$ cat src/rtl/vga_anim_pkg.sv
// Shared types and defaults for the VGA animation controller.
package vga_anim_pkg;

    typedef enum logic [1:0] {
        StRun,
        StPause,
        StStep
    } anim_state_e;

    localparam int unsigned CntWDefault     = 10;
    localparam int unsigned MaxSpeedDefault = 7;

endpackage

$ cat src/rtl/vga_anim_ctrl_if.sv
// Configuration inputs and animation outputs of vga_anim_ctrl.
interface vga_anim_ctrl_if #(
    parameter int unsigned CNT_W = vga_anim_pkg::CntWDefault
) ();

    logic             vsync_in;
    logic [2:0]       cfg_speed;
    logic             cfg_dir;
    logic             cfg_pause;
    logic             step_req;
    logic [CNT_W-1:0] counter;
    logic             frame_tick;
    logic             anim_adv;
    logic             paused;

    modport master (
        output vsync_in, cfg_speed, cfg_dir, cfg_pause, step_req,
        input  counter, frame_tick, anim_adv, paused
    );

    modport slave (
        input  vsync_in, cfg_speed, cfg_dir, cfg_pause, step_req,
        output counter, frame_tick, anim_adv, paused
    );

endinterface

$ cat src/rtl/vga_rise_det.sv
// Registered rising-edge detector; history resets high so a level already
// asserted at reset release is not seen as an edge.
module vga_rise_det (
    input  logic clk,
    input  logic rst_n,
    input  logic sig_i,
    output logic rise_o
);

    logic prev_q;
    logic rise_q;

    always_ff @(posedge clk) begin
        if (!rst_n) begin
            prev_q <= 1'b1;
            rise_q <= 1'b0;
        end else begin
            prev_q <= sig_i;
            rise_q <= sig_i & ~prev_q;
        end
    end

    assign rise_o = rise_q;

endmodule

$ cat src/rtl/vga_anim_ctrl.sv
// Frame-rate animation counter with run/pause/single-step control, driven
// from the vsync of the video timing generator.
module vga_anim_ctrl
    import vga_anim_pkg::*;
#(
    parameter int unsigned CNT_W     = CntWDefault,
    parameter int unsigned MAX_SPEED = MaxSpeedDefault
) (
    input logic            clk,
    input logic            rst_n,
    vga_anim_ctrl_if.slave bus
);

    localparam logic [2:0]           MaxSpeedCap = (MAX_SPEED > 7) ? 3'd7 : 3'(MAX_SPEED);
    localparam logic [MAX_SPEED:0]   TermOne     = 1;
    localparam logic [MAX_SPEED-1:0] DivOne      = 1;
    localparam logic [CNT_W-1:0]     CntOne      = 1;

    anim_state_e          state_q, state_d;
    logic [MAX_SPEED-1:0] div_q, div_d;
    logic [CNT_W-1:0]     counter_q, counter_d;
    logic                 adv_q, adv_d;
    logic                 tick_q;

    logic                 frame_edge;
    logic                 step_edge;
    logic [2:0]           speed_eff;
    logic [MAX_SPEED:0]   term;
    logic [CNT_W-1:0]     cnt_next;

    vga_rise_det u_vsync_det (
        .clk    (clk),
        .rst_n  (rst_n),
        .sig_i  (bus.vsync_in),
        .rise_o (frame_edge)
    );

    vga_rise_det u_step_det (
        .clk    (clk),
        .rst_n  (rst_n),
        .sig_i  (bus.step_req),
        .rise_o (step_edge)
    );

    // Speeds beyond the divider depth saturate at the deepest setting.
    assign speed_eff = (bus.cfg_speed > MaxSpeedCap) ? MaxSpeedCap : bus.cfg_speed;
    assign term      = (TermOne << speed_eff) - TermOne;
    assign cnt_next  = bus.cfg_dir ? (counter_q - CntOne) : (counter_q + CntOne);

    always_comb begin
        state_d   = state_q;
        div_d     = div_q;
        counter_d = counter_q;
        adv_d     = 1'b0;
        case (state_q)
            StRun: begin
                if (bus.cfg_pause) begin
                    state_d = StPause;
                end else if (frame_edge) begin
                    // >= so a speed lowered mid-count fires immediately.
                    if ({1'b0, div_q} >= term) begin
                        counter_d = cnt_next;
                        adv_d     = 1'b1;
                        div_d     = '0;
                    end else begin
                        div_d = div_q + DivOne;
                    end
                end
            end
            StPause: begin
                if (!bus.cfg_pause) begin
                    state_d = StRun;
                    div_d   = '0;
                end else if (step_edge) begin
                    state_d = StStep;
                end
            end
            StStep: begin
                if (frame_edge) begin
                    counter_d = cnt_next;
                    adv_d     = 1'b1;
                    div_d     = '0;
                    state_d   = bus.cfg_pause ? StPause : StRun;
                end
            end
            default: state_d = StRun;
        endcase
    end

    always_ff @(posedge clk) begin
        if (!rst_n) begin
            state_q   <= StRun;
            div_q     <= '0;
            counter_q <= '0;
            adv_q     <= 1'b0;
            tick_q    <= 1'b0;
        end else begin
            state_q   <= state_d;
            div_q     <= div_d;
            counter_q <= counter_d;
            adv_q     <= adv_d;
            tick_q    <= frame_edge;
        end
    end

    assign bus.counter    = counter_q;
    assign bus.anim_adv   = adv_q;
    assign bus.frame_tick = tick_q;
    assign bus.paused     = (state_q != StRun);

endmodule

$ cat src/flat_wrapper.sv
// flat-port wrapper written by rule: the top's interface ports become plain ports
module vga_anim_ctrl_flat import vga_anim_pkg::*;
#(
    parameter int unsigned CNT_W     = CntWDefault,
    parameter int unsigned MAX_SPEED = MaxSpeedDefault
)
  (clk, rst_n, bus_vsync_in, bus_cfg_speed, bus_cfg_dir, bus_cfg_pause, bus_step_req, bus_counter, bus_frame_tick, bus_anim_adv, bus_paused);
  vga_anim_ctrl_if #(.CNT_W(CNT_W)) bus_i ();
  input logic clk;
  input logic rst_n;
  input wire logic [$bits(bus_i.vsync_in)-1:0] bus_vsync_in;
  input wire logic [$bits(bus_i.cfg_speed)-1:0] bus_cfg_speed;
  input wire logic [$bits(bus_i.cfg_dir)-1:0] bus_cfg_dir;
  input wire logic [$bits(bus_i.cfg_pause)-1:0] bus_cfg_pause;
  input wire logic [$bits(bus_i.step_req)-1:0] bus_step_req;
  output wire logic [$bits(bus_i.counter)-1:0] bus_counter;
  output wire logic [$bits(bus_i.frame_tick)-1:0] bus_frame_tick;
  output wire logic [$bits(bus_i.anim_adv)-1:0] bus_anim_adv;
  output wire logic [$bits(bus_i.paused)-1:0] bus_paused;
  assign bus_i.vsync_in = bus_vsync_in;
  assign bus_i.cfg_speed = bus_cfg_speed;
  assign bus_i.cfg_dir = bus_cfg_dir;
  assign bus_i.cfg_pause = bus_cfg_pause;
  assign bus_i.step_req = bus_step_req;
  assign bus_counter = bus_i.counter;
  assign bus_frame_tick = bus_i.frame_tick;
  assign bus_anim_adv = bus_i.anim_adv;
  assign bus_paused = bus_i.paused;
  vga_anim_ctrl #(.CNT_W(CNT_W), .MAX_SPEED(MAX_SPEED)) u_core (.clk(clk), .rst_n(rst_n), .bus(bus_i));
endmodule
$ cat config.mk
export PLATFORM = sky130hd
export DESIGN_NAME = vga_anim_ctrl_flat
export DESIGN_NICKNAME = d
export VERILOG_FILES = /design/src/rtl/vga_anim_pkg.sv /design/src/rtl/vga_anim_ctrl_if.sv /design/src/rtl/vga_rise_det.sv /design/src/rtl/vga_anim_ctrl.sv /design/src/flat_wrapper.sv
export SDC_FILE = /design/constraint.sdc
export NUM_CORES = 1
export LEC_CHECK = 0
export ABC_AREA = 0
export ABC_CLOCK_PERIOD_IN_PS = 2100
export BUFFER_PORTS_ARGS = -buffer_cell sky130_fd_sc_hd__buf_4
export CORE_MARGIN = 3
export CORE_UTILIZATION = 50
export CTS_CLUSTER_DIAMETER = 120
export DETAILED_ROUTE_END_ITERATION = 8
export MAX_ROUTING_LAYER = met4
export PLACE_DENSITY = 0.76
export SYNTH_ARGS = -nofsm -noshare
export SYNTH_HDL_FRONTEND = slang
export SYNTH_SLANG_ARGS = --single-unit
export TNS_END_PERCENT = 10
$ cat constraint.sdc
create_clock -name clk -period 2.1 [get_ports clk]
set_input_delay 0.21 -clock clk [delete_from_list [all_inputs] [get_ports clk]]
set_output_delay 0.21 -clock clk [all_outputs]
set_load 0.005 [all_outputs]
; ---- After elaboration in Yosys (flattened, before gate mapping)
; Index checks and enable logic that the tools add are counted.
[op_classes]
addsub = 4
order_cmp = 2
n_eq_ne = 9
shift = 1
n_mux = 24
bitwise_logic = 4
reduce_logical = 7
[op_table]
columns = cell, count
row1 = 10-bit two-way mux, 5
row2 = 7-bit two-way mux, 5
row3 = 7-bit case mux with 3 select lines, 1
row4 = 10-bit case mux with 2 select lines, 1
row5 = 10-bit by 1-bit adder with 10-bit output (second input constant), 1
row6 = 2-bit inequality test (second input constant), 5
row7 = 5-bit AND reduction, 2
row8 = 10-bit by 1-bit subtractor with 10-bit output (second input constant), 1
row9 = 7-bit by 8-bit >= comparator with 1-bit output, 1
row10 = 2-bit two-way mux, 4
row11 = 1-bit by 3-bit left shift with 8-bit output (first input constant), 1
row12 = 8-bit by 1-bit subtractor with 8-bit output (second input constant), 1
row13 = 7-bit by 1-bit adder with 7-bit output (second input constant), 1
row14 = 2-bit case mux with 3 select lines, 1
row15 = 1-bit two-way mux, 5
row16 = 2-bit nonzero test, 2
row17 = 3-bit > comparator (second input constant), 1
row18 = 3-bit two-way mux, 1
row19 = 3-bit inequality test (second input constant), 1
row20 = 3-bit AND reduction, 1
row21 = 3-bit nonzero test, 1
row22 = 1-bit AND, 2
row23 = 2-bit by 1-bit equality test with 1-bit output (second input constant), 1
row24 = 2-bit equality test (second input constant), 1
row25 = other kinds (4), 5
[word_totals]
regBits = 25

; ---- Logic depth before layout (Yosys ltp)
[depth]
word_depth = 9
mapped_depth = 9
mapped_depth_nobuf = 8

; ---- Cells and area by module
; A second synthesis with hierarchy kept.
[unflattened]
hier_cells = 190
area_unflattened_um2 = 1674.1
[modules_own_cells]
columns = module, n_inst, cells_each, area_each_um2
row1 = vga_anim_ctrl, 1, 182, 1564.0
row2 = vga_rise_det, 2, 4, 55.1

; ---- Worst setup path after synthesis
; No wires, ideal clock.
[synth_timing]
path_type = input to register
start = input port bus_cfg_speed[2]
end = register u_core.counter_q[0] (netlist: u_core.bus.counter[0])
setup_time_ns = 0.115
t_arrival_ns = 2.153
required_ns = 1.985
path_slack_ns = -0.168
stages = 9
cell_sequence = or3_1 ha_1 nand2b_4 a211oi_4 o31ai_4 o311a_4 buf_6 xnor2_1 and2_1
[synth_between]
elab_chain_cells = 7
[synth_lines]
columns = item, line_no
row1 = start: declaration, flat_wrapper.sv:12  ; input wire logic [$bits(bus_i.cfg_speed)-1:0] bus_cfg_speed;
row2 = 3-bit > comparator, vga_anim_ctrl.sv:46  ; assign speed_eff = (bus.cfg_speed > MaxSpeedCap) ? MaxSpeedCap : bus.cfg_speed;
row3 = 3-bit two-way mux *, vga_anim_ctrl.sv:46
row4 = 1-bit by 3-bit left shift with 8-bit output *, vga_anim_ctrl.sv:47  ; assign term = (TermOne << speed_eff) - TermOne;
row5 = 8-bit by 1-bit subtractor with 8-bit output *, vga_anim_ctrl.sv:47
row6 = 7-bit by 8-bit >= comparator with 1-bit output *, vga_anim_ctrl.sv:61  ; if ({1'b0, div_q} >= term) begin
row7 = 2-bit by 1-bit inequality test with 1-bit output (no source line) *, -
row8 = 5-bit AND reduction (no source line) *, -
row9 = end signal: assignment, vga_anim_ctrl.sv:100  ; counter_q <= counter_d;
row10 = end: declaration, vga_anim_ctrl.sv:21  ; logic [CNT_W-1:0] counter_q, counter_d;
; Every way passes the cells marked *; elsewhere a longest branch is shown, timed or not.
; A chain may end at the register's enable or synchronous reset.

; ---- Worst setup path after layout
[layout_timing]
start = register u_core.div_q[4]
end = register u_core.div_q[5]
[layout_between]
elab_chain_cells = 5
word_cells_on_any_way = 6
[layout_lines]
columns = item, line_no
row1 = start: declaration, vga_anim_ctrl.sv:20  ; logic [MAX_SPEED-1:0] div_q, div_d;
row2 = start signal: assignment, vga_anim_ctrl.sv:99  ; div_q <= div_d;
row3 = 7-bit by 1-bit adder with 7-bit output / 7-bit by 8-bit >= comparator with 1-bit output (equally long branches), "vga_anim_ctrl.sv:66, vga_anim_ctrl.sv:61"
row4 = 7-bit two-way mux *, vga_anim_ctrl.sv:61
row5 = 7-bit two-way mux *, vga_anim_ctrl.sv:59  ; end else if (frame_edge) begin
row6 = 7-bit two-way mux *, vga_anim_ctrl.sv:57  ; if (bus.cfg_pause) begin
row7 = 7-bit case mux with 3 select lines *, vga_anim_ctrl.sv:55  ; case (state_q)
; Every way passes the cells marked *; elsewhere a longest branch is shown, timed or not. The select of a mux whose other input is x is not followed.

==> flow_summary_export.csv <==
group,metric,value,unit
power,vdd_drop_max,282,µV
setup_path,cp_max_fo,5,
logic_synthesis,netlist_top_cells_count,"dfxtp_1 (25), ha_1 (20), nand2_1 (13)",
layout,drive_above_1_share,22.0,%
global_route,grt_first_pass_wirelength,6180,µm
layout,register_area,504,µm²
power,power_density,527,mW/mm²
die,die_w,64.1,µm
global_route,grt_max_degree,24,
layout,fin_util,63.0,%
clocking,cts_tree,"done",
layout,diodes,0,
placement,dpl.cell_count,254,
sta,worst_pin_slew,0.324,ns
logic_synthesis,ys_types,46,
die,start_util,54.0,%
clocking,clock-sinks,25,
clocking,clk_latency,0.34,ns
clocking,postCtsResizedCells,0,
routing,wl_per_cell,13.5,µm
placement,post-dp-hpwl,2690,µm
logic_synthesis,synth_top_area_share,29.6,%
layout,multi_input_area,0.00112,mm²
global_route,track_usage,18.6,%
die,die-area,0.00411,mm²
logic_synthesis,ys_async_sr_fraction,0,%
routing,antenna_left,0,
setup_path,r2r-start,"u_core.div_q[4]",
setup_path,crit_path_end_kind,"flop",
logic_synthesis,syn-cell-area,0.00169,mm²
setup_path,r2r_slack,0.13,ns
clocking,clockBufferDepth,2,
logic_synthesis,ys_warn_count,0,
sta,slew_headroom,78.4,%
setup_path,r2r_cells,6,
logic_synthesis,synth-edff-count,0,
routing,wirelength,3480,µm
setup_path,start_kind,"flop",
placement,routabilityCongestion,0.791,
setup_path,startpoint,"u_core.div_q[4]",
layout,final_nets,245,
logic_synthesis,ys.flop_type,"dfxtp_1",
power,p_leak,0.885,nW
die,fp.dieH,64.1,µm
sta,setup_violations,0,
global_route,grt_pass1_vias,1475,
die,ioPinCount,22,
power,p_total,1.04,mW
setup_path,worst-setup-path-type,"flop to flop",
placement,placed_area,0.00193,mm²
hold_path,min_to,"u_core.u_vsync_det.prev_q",
global_route,antenna_found_initial,0,
sta,rsz0062_at_grt,"false",
clocking,path_clk_slew,0.16,ns
clocking,h-tree-depth,1,
layout,stdcell_area,0.00197,mm²
outcome,status,"complete, no violations",
hold_path,hold_path.class,"input pin to flop",
logic_synthesis,syn_inst,186,
clocking,post_cts_buffers,0,
layout,fillCellCount,281,
sta,hold_violations,0,
setup_path,critical_path.cell_chain,"ha_1 -> a21oi_2 -> a2bb2oi_2 -> o31ai_4 -> or4_4 -> o31ai_2",
layout,synthToLayoutAreaGrowth,16.7,%
setup_path,cp.arrival,2.22,ns
hold_path,hp-start,"bus_vsync_in",
logic_synthesis,ys_seq_area_share,29.6,%
sta,fmax,507,MHz
clocking,cts-root-buf,"clkbuf_4",
global_route,grt_remaining_overflow,0,
logic_synthesis,synth-seq-cells,25,
placement,portBuffers,21,
setup_path,max_stage_delay,0.47,ns
logic_synthesis,syn_area_per_cell,9.08,µm²
die,coreArea,0.00313,mm²
routing,drtPass1Iterations,5,
hold_path,whs_path_depth,2,
logic_synthesis,synth_fp_nets,216,
setup_path,worstPathRequired,2.34,ns
clocking,cts_buffers,3,
sta,clock_skew,0.0183,ns
sta,maxSlewViolCount,0,
setup_path,r2r-end,"u_core.div_q[5]",
routing,drc,0,
logic_synthesis,synthTopCellsByArea,"dfxtp_1 (30%), ha_1 (15%), mux2i_1 (3.0%)",
sta,timing.hold.ws,0.0585,ns
layout,stdcell_count,258,
routing,vias_per_cell,5.43,
setup_path,crit_slowest_cell,"or4_4",
sta,min_period_over_period,94.0,%
logic_synthesis,synth.most_common_cell,"dfxtp_1",
flow_run,drv_cap,0,
sta,fin_crit,1.97,ns
die,rows,20,
clocking,hold_buffers,0,
logic_synthesis,synth_largest_area_cell,"dfxtp_1",
routing,drt-initial-drc-count,47,
routing,vias,1402,
layout by cell type, fill, tap and decap left out, types with 3 or more instances in the layout:
cell	Yosys	routed
ha_1	20	20
inv_1	12	12
and2_1	3	3
dfxtp_2	0	3
and3_1	3	3
clkbuf_4	0	3
a21boi_1	3	3
o22ai_1	4	4
nor4_1	3	3
o21ai_0	5	5
nor2_1	9	9
buf_4	0	28
xnor2_1	4	4
mux2i_1	5	5
nor2b_1	7	7
nand3_1	4	4
dfxtp_1	25	22
o21a_1	3	3
a21oi_1	9	8
o21ai_1	8	8
xor2_1	3	3
nand2_1	13	13
or3_1	3	3
nand2b_1	8	8
sequential cells by signal, summed over array words and instances (netlist names):
signal and cells:
u_core.u_vsync_det.prev_q 1, u_core.state_q 2, u_core.bus.counter 10, u_core.bus.anim_adv 1
u_core.bus.frame_tick 1, u_core.div_q 7, u_core.u_step_det.prev_q 1, u_core.u_step_det.rise_o 1
u_core.u_vsync_det.rise_o 1
worst max-delay path by stage:
stage	slack, ns	endpoint
after floorplan	-0.07	u_core.bus.counter[0]
after detailed placement	-0.18	u_core.bus.counter[0]
after global routing	0.006	u_core.div_q[5]
after CTS	0.06	u_core.div_q[5]
after global placement	-0.15	u_core.bus.counter[0]
final	0.13	u_core.div_q[5]
final cells by class:
class	count	area share, %
multi-input combinational	145	57.1
sequential	25	25.6
timing repair buffer	28	10.7
tap	44	2.79
inverter	12	2.29
clock buffer	3	1.14
clock inverter	1	0.444
per-stage QoR:
stage,setup slack [ns],TNS [ns]
final,0.126,0
after global routing,0.00618,0
after CTS,0.0635,0
after detailed placement,-0.181,-1.67
after global placement,-0.147,-1.26
after floorplan,-0.0731,-0.101
routing by layer:
metal | wire length, µm | track usage [%] | vias up
li1 | - | - | 727
met1 | 1490 | 20.1 | 653
met2 | 1900 | 35.5 | 20
met3 | 80 | 2.99 | 2
met4 | 6 | 4.22 | 0
met5 | 0 | - | -
worst max-delay path: cells and delay by family (launching register included):
kind            cells  cell delay (ns)
flops               1             0.38
simple gates        1             0.47
compound gates      4             0.71
fa+ha+maj           1             0.32
cells by family after synthesis:
| family | Yosys count | synth area share (%) |
|---|---|---|
| buffers and inverters | 16 | 4.00 |
| multiplexers | 5 | 2.96 |
| adder cells (fa/ha/maj) | 21 | 16.0 |
| AO/OA/AOI/OAI | 49 | 22.1 |
| AND/OR/NAND/NOR | 63 | 21.6 |
| flip-flops | 25 | 29.6 |
| XOR/XNOR | 7 | 3.63 |
power by group:
group	internal, mW	switching [mW]	leakage, nW
clock network	0.0776	0.162	0.0183
logic	0.138	0.154	0.663
registers	0.493	0.0144	0.204
Note: power is estimated with default switching activity, not from simulation.
